`src/rtl/seg7_scan_display.sv`:
```
// Eight-digit multiplexed seven-segment driver. A snapshot of the selected value is taken
// once per scan frame so a digit never mixes old and new data mid-scan.
module seg7_scan_display #(
    parameter int CLK_DIV  = 100000,
    parameter int BLANK_LZ = 1
) (
    input  logic        clk,
    input  logic        rst,
    input  logic [31:0] display_syscall,
    input  logic [14:0] display_pc,
    input  logic        sel_pc,
    output logic [7:0]  an,
    output logic [6:0]  seg,
    output logic        dp
);

    localparam int DIV_W = (CLK_DIV > 1) ? $clog2(CLK_DIV) : 1;
    localparam logic [DIV_W-1:0] DIV_MAX = DIV_W'(CLK_DIV - 1);

    logic [DIV_W-1:0] div_cnt;
    logic [2:0]       digit;
    logic [31:0]      snap;
    logic             snap_mode;
    logic             changed;

    logic             tick;
    logic             boundary;
    logic [31:0]      snap_next;
    logic [3:0]       nibble;
    logic [31:0]      upper;
    logic             blank;
    logic [7:0]       an_next;
    logic [6:0]       seg_next;
    logic             dp_next;

    assign tick      = (div_cnt == DIV_MAX);
    assign boundary  = tick && (digit == 3'd7);
    assign snap_next = sel_pc ? {17'b0, display_pc} : display_syscall;

    always_comb begin
        nibble   = snap[{digit, 2'b00} +: 4];
        upper    = snap >> {digit, 2'b00};
        blank    = (BLANK_LZ == 1) && (digit != 3'd0) && (upper == 32'd0);
        an_next  = ~(8'b1 << digit);
        dp_next  = ~(((digit == 3'd0) && changed) || ((digit == 3'd4) && snap_mode));
        seg_next = 7'h7F;
        if (!blank) begin
            case (nibble)
                4'h0: seg_next = 7'b1000000;
                4'h1: seg_next = 7'b1111001;
                4'h2: seg_next = 7'b0100100;
                4'h3: seg_next = 7'b0110000;
                4'h4: seg_next = 7'b0011001;
                4'h5: seg_next = 7'b0010010;
                4'h6: seg_next = 7'b0000010;
                4'h7: seg_next = 7'b1111000;
                4'h8: seg_next = 7'b0000000;
                4'h9: seg_next = 7'b0010000;
                4'hA: seg_next = 7'b0001000;
                4'hB: seg_next = 7'b0000011;
                4'hC: seg_next = 7'b1000110;
                4'hD: seg_next = 7'b0100001;
                4'hE: seg_next = 7'b0000110;
                default: seg_next = 7'b0001110;
            endcase
        end
    end

    // Outputs are registered from the pre-update digit/snapshot, hence one cycle behind the scan.
    always_ff @(posedge clk or posedge rst) begin
        if (rst) begin
            div_cnt   <= '0;
            digit     <= 3'd0;
            snap      <= 32'd0;
            snap_mode <= 1'b0;
            changed   <= 1'b0;
            an        <= 8'hFF;
            seg       <= 7'h7F;
            dp        <= 1'b1;
        end else begin
            div_cnt <= tick ? '0 : div_cnt + DIV_W'(1);
            if (tick) begin
                digit <= digit + 3'd1;
            end
            if (boundary) begin
                snap      <= snap_next;
                snap_mode <= sel_pc;
                changed   <= (snap_next != snap) || (sel_pc != snap_mode);
            end
            an  <= an_next;
            seg <= seg_next;
            dp  <= dp_next;
        end
    end

endmodule

```
`config.mk`:
```
export PLATFORM = sky130hd
export DESIGN_NAME = seg7_scan_display
export DESIGN_NICKNAME = d
export VERILOG_FILES = /design/src/rtl/seg7_scan_display.sv
export SDC_FILE = /design/constraint.sdc
export NUM_CORES = 1
export LEC_CHECK = 0
export BUFFER_PORTS_ARGS = -buffer_cell sky130_fd_sc_hd__buf_4
export CAP_MARGIN = 20
export CELL_PAD_IN_SITES_DETAIL_PLACEMENT = 1
export CELL_PAD_IN_SITES_GLOBAL_PLACEMENT = 2
export CORE_ASPECT_RATIO = 0.7
export CORE_MARGIN = 2
export CORE_UTILIZATION = 38
export CTS_CLUSTER_DIAMETER = 150
export DETAILED_ROUTE_END_ITERATION = 10
export PLACE_DENSITY = 0.82
export SLEW_MARGIN = 30
export SYNTH_ARGS = -nofsm -noshare
export SYNTH_HDL_FRONTEND = slang
export SYNTH_SLANG_ARGS = --single-unit
```
`constraint.sdc`:
```
create_clock -name clk -period 6.54 [get_ports clk]
set_input_delay 0.981 -clock clk [delete_from_list [all_inputs] [get_ports clk]]
set_output_delay 0.981 -clock clk [all_outputs]
set_load 0.02 [all_outputs]
```
* Word level (Yosys, flattened, before mapping)
Memory sizes are Yosys's and may differ from the RTL's.
Index checks and enable logic that the tools add are counted.
** Cells by class
- Muxes and demuxes :: 3
- Equal/unequal tests :: 5
- Bitwise operators :: 2
- Shifts and indexed selects :: 3
- Reductions and logical operators :: 9
- Add/subtract/negate cells :: 2
** Operator list (number)
- zero test 32 bit :: 1
- two-way mux 32 bit :: 1
- != test 32 bit :: 1
- variable part select 32 x 6 -> 4 bit :: 1
- right shift 32 x 5 -> 32 bit :: 1
- adder 17 x 1 -> 17 bit (second input constant) :: 1
- equality test 17 bit (second input constant) :: 1
- two-way mux 17 bit :: 1
- NOT 8 bit :: 1
- << shifter 1 x 3 -> 8 bit (first input constant) :: 1
- two-way mux 7 bit :: 1
- equality test 3 bit (second input constant) :: 2
- logical AND 1 bit :: 4
- adder 3 x 1 -> 3 bit (second input constant) :: 1
- zero test 3 bit :: 1
- nonzero test 3 bit :: 1
- logical OR 1 bit :: 2
- != test 1 bit :: 1
- NOT 1 bit :: 1
** Word-level totals
- Output and inout bits :: 16
- Word-level logic and storage cells :: 33
- Register bits after elaboration :: 70
- Bits of input ports :: 50
- Bits in read-only memories :: 112
- Memories kept :: 1
** Memories
- (no name shown) :: depth 16, bits a word 7, read ports 1, clocked after Yosys merged registers in 0, wr ports 0, RTL line 48 : case (nibble)

* Logic depth before layout (Yosys ltp)
Gate-level depths: netlist of the first run.
- Depth in word-level cells :: 4
- Depth in mapped cells :: 11
- Mapped depth without buffers :: 9

* Worst setup path after synthesis of the first run
No wires, ideal clock.
- Path kind :: input port to flip-flop
- Start :: in sel_pc
- End :: reg changed
- Data required time :: 6.416 ns
- Setup slack :: 3.902 ns
- Arrival time :: 2.514 ns
- Stages on the path :: 7
- Setup time :: 0.124 ns
- Cells stage by stage :: buf_2 mux2i_1 xnor2_1 or4_1 nor3_1 nand4_1 o31a_1
** On the way
- Longest elaborated chain between the ends :: 3
- Elaborated cells between the ends (all ways) :: 4
- Classes of those cells :: 2 x eq/ne; 1 x mux; 1 x reduce/logical
** Ends and longest elaborated chain
- from (decl) :: RTL line 11 : input logic sel_pc,
- two-way mux 32 bit :: RTL line 38 : assign snap_next = sel_pc ? {17'b0, display_pc} : display_syscall;
- != test 32 bit :: RTL line 88 : changed <= (snap_next != snap) || (sel_pc != snap_mode);
- logical OR 1 bit * :: RTL line 88
- to (signal assigned) :: RTL line 88
- to (decl) :: RTL line 24 : logic changed;
Mark *: on every way between the ends. The rest lies on a longest branch, timed or not.
A chain may end at the register's enable or synchronous reset.

* Worst setup path after layout of the first run
- Start :: reg digit[0]
- End :: reg seg[6]
** On the way
- Longest elaborated chain between the ends :: 4
- Elaborated cells between the ends (all ways) :: 7
- Classes of those cells :: 2 x shift; 1 x mux; 3 x reduce/logical; 1 x memory
** Ends and longest elaborated chain
- from (decl) :: RTL line 21 : logic [2:0] digit;
- from (signal assigned) :: RTL line 83 : digit <= digit + 3'd1;
- parallel branches: the longest is 3 deep, another holds memory (16 x 7 bit)
- two-way mux 7 bit * :: RTL line 47 : if (!blank) begin
- named net seg_next[6] :: RTL line 33 : logic [6:0] seg_next;
- to (signal assigned) :: RTL line 91 : seg <= seg_next;
- to (decl) :: RTL line 13 : output logic [6:0] seg,
Mark *: on every way through the listed nets, which the timed path passes.

==> reports/qor.txt, run 1 <==
Max Freq -> 314.2 MHz
Worst Clk Skew -> 0.005381 ns
H-Tree Depth -> 3
P&R area growth vs syn -> 21.11%
CTS buffer count -> 9
Critical Path Slowest Stage Cell -> dfrtp_1
EDFF count, synth -> 0
vias per inst -> 5.290
all-layer global routing usage -> 0.1966
placed cell count -> 605
Finished Layout Cells -> 621
Hold-fix buffers, CTS -> 0
Max stage delay on crit path -> 0.79 ns
Crit path max-delay family -> simple AND/OR/NAND/NOR gates
final number of setup-violating endpoints -> 0
starting density of the core -> 0.3949
Final ANT Viol Nets -> 0
Bufs on Longest Clock Path -> 2
Die X -> 128.5 um
pre-CTS WS -> 3.385 ns
Multi-input gate area -> 0.002148 mm2
Hold Slack -> 0.5030 ns
overall power -> 1.033 mW
RR Startpoint -> digit[0]$_DFFE_PP0N_
hold_sp -> div_cnt[14]$_DFF_PP0_
Antenna diodes -> 0
Slew @ Worst Pin -> 0.7989 ns
mapped cell area -> 0.004120 mm2
largest net degree at the start of global routing -> 71
Detailed Place HPWL -> 7987 um
Post-CTS Setup Bufs -> 0
critical path data required time -> 6.81 ns
Slew Viols, Final -> 0
GPL Wtd Cong -> 0.8327
Yosys reg bits -> 70
period utilization -> 0.4867
startpoint types -> flip-flop
Iter 0 DRT Violations -> 206
die area -> 0.01170 mm2
port bufs -> 65
sequential fraction of the synthesis area -> 0.4300
final hold viol count -> 0
share of cells above drive strength 1 -> 0.2352
Synth Instances -> 427
first-pass GRT wire length -> 17840 um
GR Overflow Total -> 0
first-pass iteration count of the detailed router -> 4
Die H -> 91.12 um
Avg Inst Size Synth -> 9.649 um2
RSZ-0062 raised after global routing -> false
CTS resizes -> 0
Pleak -> 2.274 nW
most used cell, CP -> nand2_1
CTS Root Cell -> clkbuf_16
Power Density -> 207.0 mW/mm2
CP Class -> reg2reg
most used flip-flop cell after synthesis -> dfrtp_1
Via Count -> 3285
outcome -> completed
design area -> 0.004990 mm2
max cap viols -> 0
per-cell routed wire length -> 17.43 um
CTS tree -> built
fin nets -> 547
final wirelength -> 10820 um
unique cell type count in the Yosys netlist -> 50
Cell Rows -> 31
Post-Syn Nets -> 490
slack of the critical path -> 3.357 ns
crit-path cells -> mux4_1 > nand2_1 > nand2_1 > inv_1 > ha_1 > nand2_1 > or4_4 > nor3_4 > a221o_1
maximum VDD drop -> 0.1311 mV
min-delay worst type -> reg2reg
max_slew headroom -> 0.4674
Ports -> 66
Ys Warns -> 0
Worst-path clk slew -> 0.06 ns
Area after DPL -> 0.004663 mm2
register area -> 0.001772 mm2
vias in the first global route -> 3440
core area -> 0.01043 mm2
CP Max Fanout -> 19
Skew-Pair Late Insertion Delay -> 0.33 ns
CP Launch Point -> digit[0]$_DFFE_PP0N_
fin crit period -> 3.183 ns
async set-reset flop share out of synthesis -> 1.000
fill count -> 1172
Worst Path Arrival -> 3.45 ns
total clock sinks -> 70
initial antenna violation count -> 0
Final Util -> 0.4782
DRC -> 0
crit end category -> flip-flop
WP buf/inv -> 1
Fin Setup TNS -> 0 ns
[cell type report]
class / instances / share of cell area
clock inverter: 6 / 0.01881
sequential: 70 / 0.3551
timing repair buffer: 66 / 0.1001
multi-input combinational: 315 / 0.4305
inverter: 22 / 0.01655
clock buffer: 10 / 0.04589
tap: 132 / 0.03310
[power by group]
group | internal [mW] | switching, mW | total, mW | leakage (nW)
Combinational | 0.0319 | 0.0326 | 0.0645 | 1.39
Sequential | 0.434 | 0 | 0.434 | 0.735
Clock | 0.337 | 0.197 | 0.535 | 0.154
[flip-flops by register name, summed over array words and instances (netlist names)]
register / count
dp: 1
changed: 1
seg: 7
an: 8
snap_mode: 1
snap: 32
digit: 3
div_cnt: 17
[cell usage after synthesis (2+ instances only)]
master | instances | share of area
o22ai_1 | 4 | 0.0061
or2_2 | 2 | 0.0030
clkbuf_1 | 13 | 0.012
clkbuf_8 | 4 | 0.013
inv_1 | 20 | 0.018
mux2_2 | 2 | 0.0055
o31ai_1 | 2 | 0.0036
nand2_1 | 71 | 0.065
or4_4 | 2 | 0.0055
nand4_1 | 7 | 0.011
xor2_1 | 15 | 0.032
and3_1 | 6 | 0.0091
nor3_1 | 6 | 0.0073
dfstp_2 | 16 | 0.10
nor4bb_1 | 3 | 0.0073
nand2b_1 | 5 | 0.0076
dfrtp_1 | 54 | 0.33
nor2b_1 | 4 | 0.0061
o21ai_0 | 42 | 0.051
nor2_1 | 23 | 0.021
mux4_2 | 7 | 0.038
a22o_1 | 2 | 0.0043
mux2i_1 | 22 | 0.053
a22oi_1 | 3 | 0.0055
ha_1 | 13 | 0.039
buf_2 | 2 | 0.0024
nor4_1 | 9 | 0.014
nand3_1 | 10 | 0.012
a21oi_1 | 8 | 0.0097
o211ai_1 | 3 | 0.0055
a31oi_1 | 4 | 0.0061
a221o_1 | 5 | 0.012
xnor2_1 | 21 | 0.045
[layer usage]
| metal | track usage | wire length [um] |
|---|---|---|
| met5 | 0 | 0 |
| met4 | 0.06502 | 118 |
| met3 | 0.04655 | 505 |
| met2 | 0.2912 | 4766 |
| met1 | 0.2819 | 5431 |
[worst paths after layout]
kind / to / slack, ns / cells after the start
max: seg[6]$_DFF_PP1_ / 3.36 / 9
min reg2reg: div_cnt[14]$_DFF_PP0_ / 0.50 / 1
min: div_cnt[14]$_DFF_PP0_ / 0.50 / 1
max reg2reg: seg[6]$_DFF_PP1_ / 3.36 / 9
max in group asynchronous: snap[21]$_DFFE_PP0P_ / 5.27 / 3
min in group asynchronous: snap[5]$_DFFE_PP0P_ / 0.82 / 3
[layout by cell type (no fill, tap or decap), types with 3 or more instances in the layout]
cell type	count
nand2_1	70
buf_4	65
dfrtp_1	54
o21ai_0	42
nor2_1	23
mux2i_1	22
xnor2_1	21
inv_1	19
dfstp_2	16
xor2_1	15
ha_1	13
nand3_1	10
nor4_1	9
clkbuf_16	9
a21oi_1	8
nand4_1	7
mux4_2	7
nor3_1	6
and3_1	6
nand2b_1	5
a221o_1	5
nor2b_1	4
o22ai_1	4
a31oi_1	4
o211ai_1	3
a22oi_1	3
nor4bb_1	3
[logic make-up after synthesis]
kind of cell             Yosys count  synth area share
adder cells (fa/ha/maj)           13           0.03948
AND/OR/NAND/NOR                  153            0.1798
buffers and inverters             42           0.05041
flip-flops                        70            0.4300
XOR/XNOR                          36           0.07653
multiplexers                      32            0.1036
AO/OA/AOI/OAI                     81            0.1203
Note: power is estimated with default switching activity, not from simulation.
==> inputs of run 2 (changes only) <==
--- a/config.mk
+++ b/config.mk
@@ -5,16 +5,17 @@
 export SDC_FILE = /design/constraint.sdc
 export NUM_CORES = 1
 export LEC_CHECK = 0
+export ABC_AREA = 1
 export BUFFER_PORTS_ARGS = -buffer_cell sky130_fd_sc_hd__buf_4
 export CAP_MARGIN = 20
 export CELL_PAD_IN_SITES_DETAIL_PLACEMENT = 1
 export CELL_PAD_IN_SITES_GLOBAL_PLACEMENT = 2
 export CORE_ASPECT_RATIO = 0.7
 export CORE_MARGIN = 2
-export CORE_UTILIZATION = 38
+export CORE_UTILIZATION = 33
 export CTS_CLUSTER_DIAMETER = 150
 export DETAILED_ROUTE_END_ITERATION = 10
-export PLACE_DENSITY = 0.82
+export PLACE_DENSITY = 0.78
 export SLEW_MARGIN = 30
 export SYNTH_ARGS = -nofsm -noshare
 export SYNTH_HDL_FRONTEND = slang
==> constraint.sdc (replaced) <==
create_clock -name clk -period 3.2 [get_ports clk]
set_input_delay 0.48 -clock clk [delete_from_list [all_inputs] [get_ports clk]]
set_output_delay 0.48 -clock clk [all_outputs]
set_load 0.02 [all_outputs]
==> reports/qor.txt, run 2 <==
pre-CTS WS -> 0.5714 ns (-2.814 ns)
Worst Path Arrival -> 2.97 ns (-0.48 ns)
most used flip-flop cell after synthesis -> dfrtp_1
starting density of the core -> 0.3424 (-0.05253)
period utilization -> 0.8383 (+0.3516)
met3 wire len -> 545 um (+7.9%)
Stages on worst setup path -> 12 (+3)
mapped cell area -> 0.004842 mm2 (+18%)
Clock Power Share -> 0.442 (-0.076)
Post-Syn Nets -> 742 (+51%)
fin nets -> 800 (+46%)
post-synth top area cell -> dfrtp_1
die area -> 0.01567 mm2 (+34%)
first-pass GRT wire length -> 24220 um (+36%)
crit-path cells -> inv_1 > o211ai_1 > nand3_1 > nand2_1 > inv_1 > ha_1 > nand4_1 > nor2_1 > nand2_2 > nor2_4 > nand3_4 > nand2_1
Combinational Power Share -> 0.126 (+0.064)
switching pwr -> 0.5587 mW (+140%)
most common cell after layout, fill and taps aside -> nand2_1
Ys Warns -> 0 (unchanged)
vias per inst -> 4.751 (-10%)
Worst R2R Path Depth -> 12 (+3)
cell with the most instances after synthesis -> nand2_1
CTS buffer count -> 9 (unchanged)
CP endpoint -> seg[4]$_DFF_PP1_
critical path data required time -> 3.49 ns (-3.32 ns)
Final ANT Viol Nets -> 0 (unchanged)
unique cell type count in the Yosys netlist -> 39 (-22%)
WP buf/inv -> 2 (+1)
Pleak -> 3.026 nW (+33%)
Fin Setup TNS -> 0 ns (unchanged)
Avg Inst Size Synth -> 7.131 um2 (-26%)
most frequent cells in the layout -> nand2_1 (246), nor2_1 (75), buf_4 (68), inv_1 (67), dfrtp_1 (54)
largest registers -> snap x32, div_cnt x17, an x8
GPL Wtd Cong -> 0.8258 (-0.83%)
CP Class -> reg2reg
Iter 0 DRT Violations -> 221 (+7.3%)
CP Launch Point -> digit[1]$_DFFE_PP0N_
CP Max Fanout -> 15 (-4)
crit end category -> flip-flop
initial antenna violation count -> 0 (unchanged)
max_slew headroom -> 0.5099 (+0.04250)
largest net degree at the start of global routing -> 43 (-39%)
final wirelength -> 14400 um (+33%)
final number of setup-violating endpoints -> 0 (unchanged)
H-Tree Depth -> 3 (unchanged)
maximum VDD drop -> 0.1853 mV (+41%)
per-cell routed wire length -> 15.45 um (-11%)
Synth Instances -> 679 (+59%)
max reg flops -> 32 (unchanged)
RSZ-0062 raised after global routing -> false
Max stage delay on crit path -> 0.58 ns (-0.21 ns)
sequential share of power -> 0.432 (+0.012)
Ports -> 66 (unchanged)
port bufs -> 65 (unchanged)
Worst Clk Skew -> 0.007130 ns (+0.001749 ns)
FF-to-FF End -> seg[4]$_DFF_PP1_
CTS Root Cell -> clkbuf_16
Hold-fix buffers, CTS -> 0 (unchanged)
CTS resizes -> 0 (unchanged)
vias in the first global route -> 4668 (+36%)
Post-CTS Setup Bufs -> 0 (unchanged)
Net Sw Frac -> 0.2606 (+0.03806)
Critical Path Slowest Stage Cell -> dfrtp_1
Max Freq -> 372.8 MHz (+19%)
RR Startpoint -> digit[1]$_DFFE_PP0N_
total clock sinks -> 70 (unchanged)
share of cells above drive strength 1 -> 0.2156 (-0.01954)
max cap viols -> 0 (unchanged)
Top reg by flops -> snap
all-layer global routing usage -> 0.1980 (+0.001462)
DRC -> 0 (unchanged)
Skew-Pair Late Insertion Delay -> 0.35 ns (+0.02 ns)
top routing layer used -> met4
EDFF count, synth -> 0 (unchanged)
sequential fraction of the synthesis area -> 0.3659 (-0.06411)
P&R area growth vs syn -> 17.73%
Worst-path clk slew -> 0.05 ns (about the same)
Via Count -> 4428 (+35%)
CTS tree -> built
commonest cells in the netlist -> nand2_1 (246), nor2_1 (75), inv_1 (68)
outcome -> completed
min-delay worst type -> in2async
Die H -> 105.3 um (+16%)
final hold viol count -> 0 (unchanged)
Bufs on Longest Clock Path -> 2 (unchanged)
M1 WL -> 7639 um (+41%)
core area -> 0.01414 mm2 (+36%)
async set-reset flop share out of synthesis -> 1.000 (unchanged)
Power Density -> 376.2 mW/mm2 (+82%)
Detailed Place HPWL -> 11320 um (+42%)
Antenna diodes -> 0 (unchanged)
startpoint types -> flip-flop
cell internal pwr -> 1.586 mW (+97%)
slack of the critical path -> 0.5173 ns (-2.840 ns)
GR Overflow Total -> 0 (unchanged)
Cell Rows -> 36 (+16%)
post-synth top area share -> 0.2791 (-0.04890)
Die X -> 148.8 um (+16%)
fin crit period -> 2.683 ns (-0.5005 ns)
Yosys reg bits -> 70 (unchanged)
Slew @ Worst Pin -> 0.7341 ns (-0.06482 ns)
top post-synthesis cells by area -> dfrtp_1 (28%), nand2_1 (19%), dfstp_2 (8.7%)
Slew Viols, Final -> 0 (unchanged)
Crit path max-delay family -> simple AND/OR/NAND/NOR gates
Register-to-Register Setup Slack -> 0.52 ns (-2.84 ns)
metal2 WL -> 6049 um (+27%)
first-pass iteration count of the detailed router -> 4 (unchanged)
## run 2: area by class of cell
type,instances,area [um2]
Tap cell,190,237.7
Clock inverter,4,20.02
Inverter,73,276.5
Multi-Input combinational cell,514,2606
Fill cell,1808,8443
Sequential cell,70,1772
Clock buffer,12,257.7
Timing Repair Buffer,69,530.5
## run 2: cell families after synthesis
logic type / count (synthesis) / share of synthesized area
adders and majority gates: 13 / 0.03359
xor gates and xnor gates: 17 / 0.03075
DFF: 70 / 0.3659
and+or+nand+nor: 410 / 0.3752
AOI/OAI and AO/OA: 74 / 0.09871
buffers and inverters: 95 / 0.09586
## run 2: power by group through the flow
stage | Combinational (mW) | Clock [mW] | Sequential (mW)
2_1_floorplan | 0.142 | 0 | 0.952
3_3_place_gp | 0.268 | 0 | 0.940
3_5_place_dp | 0.274 | 0 | 0.941
4_1_cts | 0.275 | 0.985 | 0.926
5_1_grt | 0.305 | 1.01 | 0.928
6_report | 0.270 | 0.949 | 0.926
## run 2: routing by layer
| layer | vias to the layer above | track usage |
|---|---|---|
| met2 | 67 | 0.2983 |
| met5 | - | 0 |
| met4 | 0 | 0.04762 |
| met3 | 12 | 0.04589 |
| met1 | 2104 | 0.2870 |
| li1 | 2245 | - |
## run 2: through the flow
stage                 util  cells  hold slack [ns]  cell area, um2  power [mW]
floorplan                -    679           0.4492            4842       1.094
global placement    0.3834    916           0.4688            5423       1.208
detailed placement  0.3834    916           0.4754            5423       1.215
CTS                 0.4030    932           0.2892            5700       2.185
global route        0.4030    932           0.3175            5700       2.247
finish              0.4030    932           0.2710            5700       2.144
## run 2: worst min path at each step
stage	from	end	slack [ns]	cells after the start
5_1_grt	rst	snap[25]$_DFFE_PP0P_	0.32	2
3_3_place_gp	div_cnt[0]$_DFF_PP0_	div_cnt[0]$_DFF_PP0_	0.47	1
4_1_cts	rst	snap[25]$_DFFE_PP0P_	0.29	2
2_1_floorplan	div_cnt[0]$_DFF_PP0_	div_cnt[0]$_DFF_PP0_	0.45	1
3_5_place_dp	div_cnt[0]$_DFF_PP0_	div_cnt[0]$_DFF_PP0_	0.48	1
6_report	rst	snap[30]$_DFFE_PP0P_	0.27	2
==> inputs of run 3 (changes only) <==
==> constraint.sdc (replaced) <==
create_clock -name clk -period 2.81 [get_ports clk]
set_input_delay 0.4215 -clock clk [delete_from_list [all_inputs] [get_ports clk]]
set_output_delay 0.4215 -clock clk [all_outputs]
set_load 0.02 [all_outputs]
==> reports/qor.txt, run 3 (same netlist as run 2, synthesis figures left out) <==
period utilization -> 0.8337 (-0.004656)
first-pass iteration count of the detailed router -> 4 (unchanged)
Finished Layout Cells -> 934 (+0.21%)
CTS resizes -> 0 (unchanged)
startpoint types -> flip-flop
Power Density -> 466.2 mW/mm2 (+24%)
Final ANT Viol Nets -> 0 (unchanged)
GR Overflow Total -> 0 (unchanged)
Iter 0 DRT Violations -> 256 (+16%)
Slew @ Worst Pin -> 0.7255 ns (-0.008580 ns)
RSZ-0062 raised after global routing -> false
CTS buffer count -> 9 (unchanged)
outcome -> completed
min-delay worst type -> in2async
Cell Rows -> 36 (unchanged)
maximum VDD drop -> 0.2976 mV (+61%)
Post-CTS Setup Bufs -> 0 (unchanged)
DRC -> 0 (unchanged)
Bufs on Longest Clock Path -> 2 (unchanged)
crit end category -> flip-flop
slack of the critical path -> 0.4673 ns (-0.04996 ns)
first-pass GRT wire length -> 24010 um (-0.88%)
Antenna diodes -> 0 (unchanged)
max_slew headroom -> 0.5156 (+0.005729)
H-Tree Depth -> 3 (unchanged)
Slew Viols, Final -> 0 (unchanged)
fin crit period -> 2.343 ns (-0.3400 ns)
Via Count -> 4487 (+1.3%)
vias in the first global route -> 4594 (-1.6%)
fin nets -> 802 (+0.25%)
per-cell routed wire length -> 15.47 um (about the same)
Hold-fix buffers, CTS -> 0 (unchanged)
die area -> 0.01567 mm2 (unchanged)
critical path data required time -> 3.09 ns (-0.40 ns)
Fin Setup TNS -> 0 ns (unchanged)
fill count -> 1837 (+1.6%)
vias per inst -> 4.804 (+1.1%)
Detailed Place HPWL -> 11350 um (+0.26%)
CP Max Fanout -> 15 (unchanged)
max reg flops -> 32 (unchanged)
most common cell after layout, fill and taps aside -> nand2_1
CTS tree -> built
starting density of the core -> 0.3424 (unchanged)
Worst-path clk slew -> 0.06 ns (about the same)
most frequent cells in the layout -> nand2_1 (246), nor2_1 (75), buf_4 (70), inv_1 (67), dfrtp_1 (54)
Ports -> 66 (unchanged)
Skew-Pair Late Insertion Delay -> 0.34 ns (about the same)
Worst Path Arrival -> 2.62 ns (-0.35 ns)
share of cells above drive strength 1 -> 0.2191 (+0.003453)
GPL Wtd Cong -> 0.8261 (about the same)
largest registers -> snap x32, div_cnt x17, an x8
largest net degree at the start of global routing -> 43 (unchanged)
pre-CTS WS -> 0.4930 ns (-0.07844 ns)
CP Class -> reg2reg
Die H -> 105.3 um (unchanged)
max cap viols -> 0 (unchanged)
P&R area growth vs syn -> 19.46%
all-layer global routing usage -> 0.1968 (-0.001255)
Pleak -> 3.066 nW (+1.3%)
final hold viol count -> 0 (unchanged)
final wirelength -> 14450 um (+0.31%)
initial antenna violation count -> 0 (unchanged)
Worst Clk Skew -> 0.006313 ns (-0.0008170 ns)
port bufs -> 65 (unchanged)
CTS Root Cell -> clkbuf_16
Top reg by flops -> snap
Max Freq -> 426.9 MHz (+15%)
final number of setup-violating endpoints -> 0 (unchanged)
total clock sinks -> 70 (unchanged)
Die X -> 148.8 um (unchanged)
core area -> 0.01414 mm2 (unchanged)
placed cell count -> 918 (+0.22%)
## run 3: cell types whose count changed in the layout (fill, tap and decap cells not counted)
cell,change
clkbuf_8,+1
inv_6,+1
clkbuf_16,-1
buf_4,+2
bufinv_16,+3
clkinv_1,+1
clkinv_2,-3
clkbuf_1,-2
## run 3: power by group
part | total (mW) | switching, mW | internal (mW)
Combinational | 0.309 | 0.189 | 0.119
Sequential | 1.05 | 0.0122 | 1.04
Clock | 1.33 | 0.445 | 0.889
## run 3: area by class of cell
type	instances	area, um2	area share
Inverter	73	276.5	0.04780
Clock inverter	6	107.6	0.01860
Timing Repair Buffer	71	545.5	0.09431
Tap cell	190	237.7	0.04110
Multi-Input combinational cell	514	2606	0.4506
Sequential cell	70	1772	0.3063
Clock buffer	10	239.0	0.04132
## run 3: routing by layer
metal  track usage  wire, um
met1        0.2889      7683
met5             0         0
met2        0.2996      6091
met3       0.03939       535
met4       0.04014       135
## run 3: stage by stage
| step | instance area (um2) | total power [mW] | utilization | hold WS [ns] |
|---|---|---|---|---|
| finish | 5784 | 2.697 | 0.4090 | 0.2173 |
| global route | 5784 | 2.804 | 0.4090 | 0.2642 |
| CTS | 5784 | 2.726 | 0.4090 | 0.2348 |
| detailed placement | 5438 | 1.382 | 0.3845 | 0.4836 |
| global placement | 5438 | 1.376 | 0.3845 | 0.4694 |
| floorplan | 4842 | 1.246 | - | 0.4492 |
## run 3: path summary, 6_finish.rpt
check / start / cells after the start / slack [ns] / end
worst min register to register: div_cnt[0]$_DFF_PP0_ / 1 / 0.48 / div_cnt[0]$_DFF_PP0_
worst max register to register: digit[1]$_DFFE_PP0N_ / 12 / 0.47 / seg[5]$_DFF_PP1_
min in group clk: display_syscall[24] / 3 / 0.38 / snap[24]$_DFFE_PP0P_
worst min-delay path: rst / 2 / 0.22 / snap[25]$_DFFE_PP0P_
max in group asynchronous: rst / 3 / 1.88 / an[2]$_DFF_PP1_
worst max-delay path: digit[1]$_DFFE_PP0N_ / 12 / 0.47 / seg[5]$_DFF_PP1_
## run 3: worst max-delay path, cell delays in order (launching register included)
cell,delay [ns]
dfrtp_1,0.38
inv_1,0.39
o211ai_1,0.30
nand2_1,0.12
nand2_1,0.05
nand2_1,0.20
ha_1,0.23
nand4_1,0.10
nor2_1,0.13
nand2_2,0.08
nor2_4,0.10
nand3_4,0.11
nand2_1,0.09
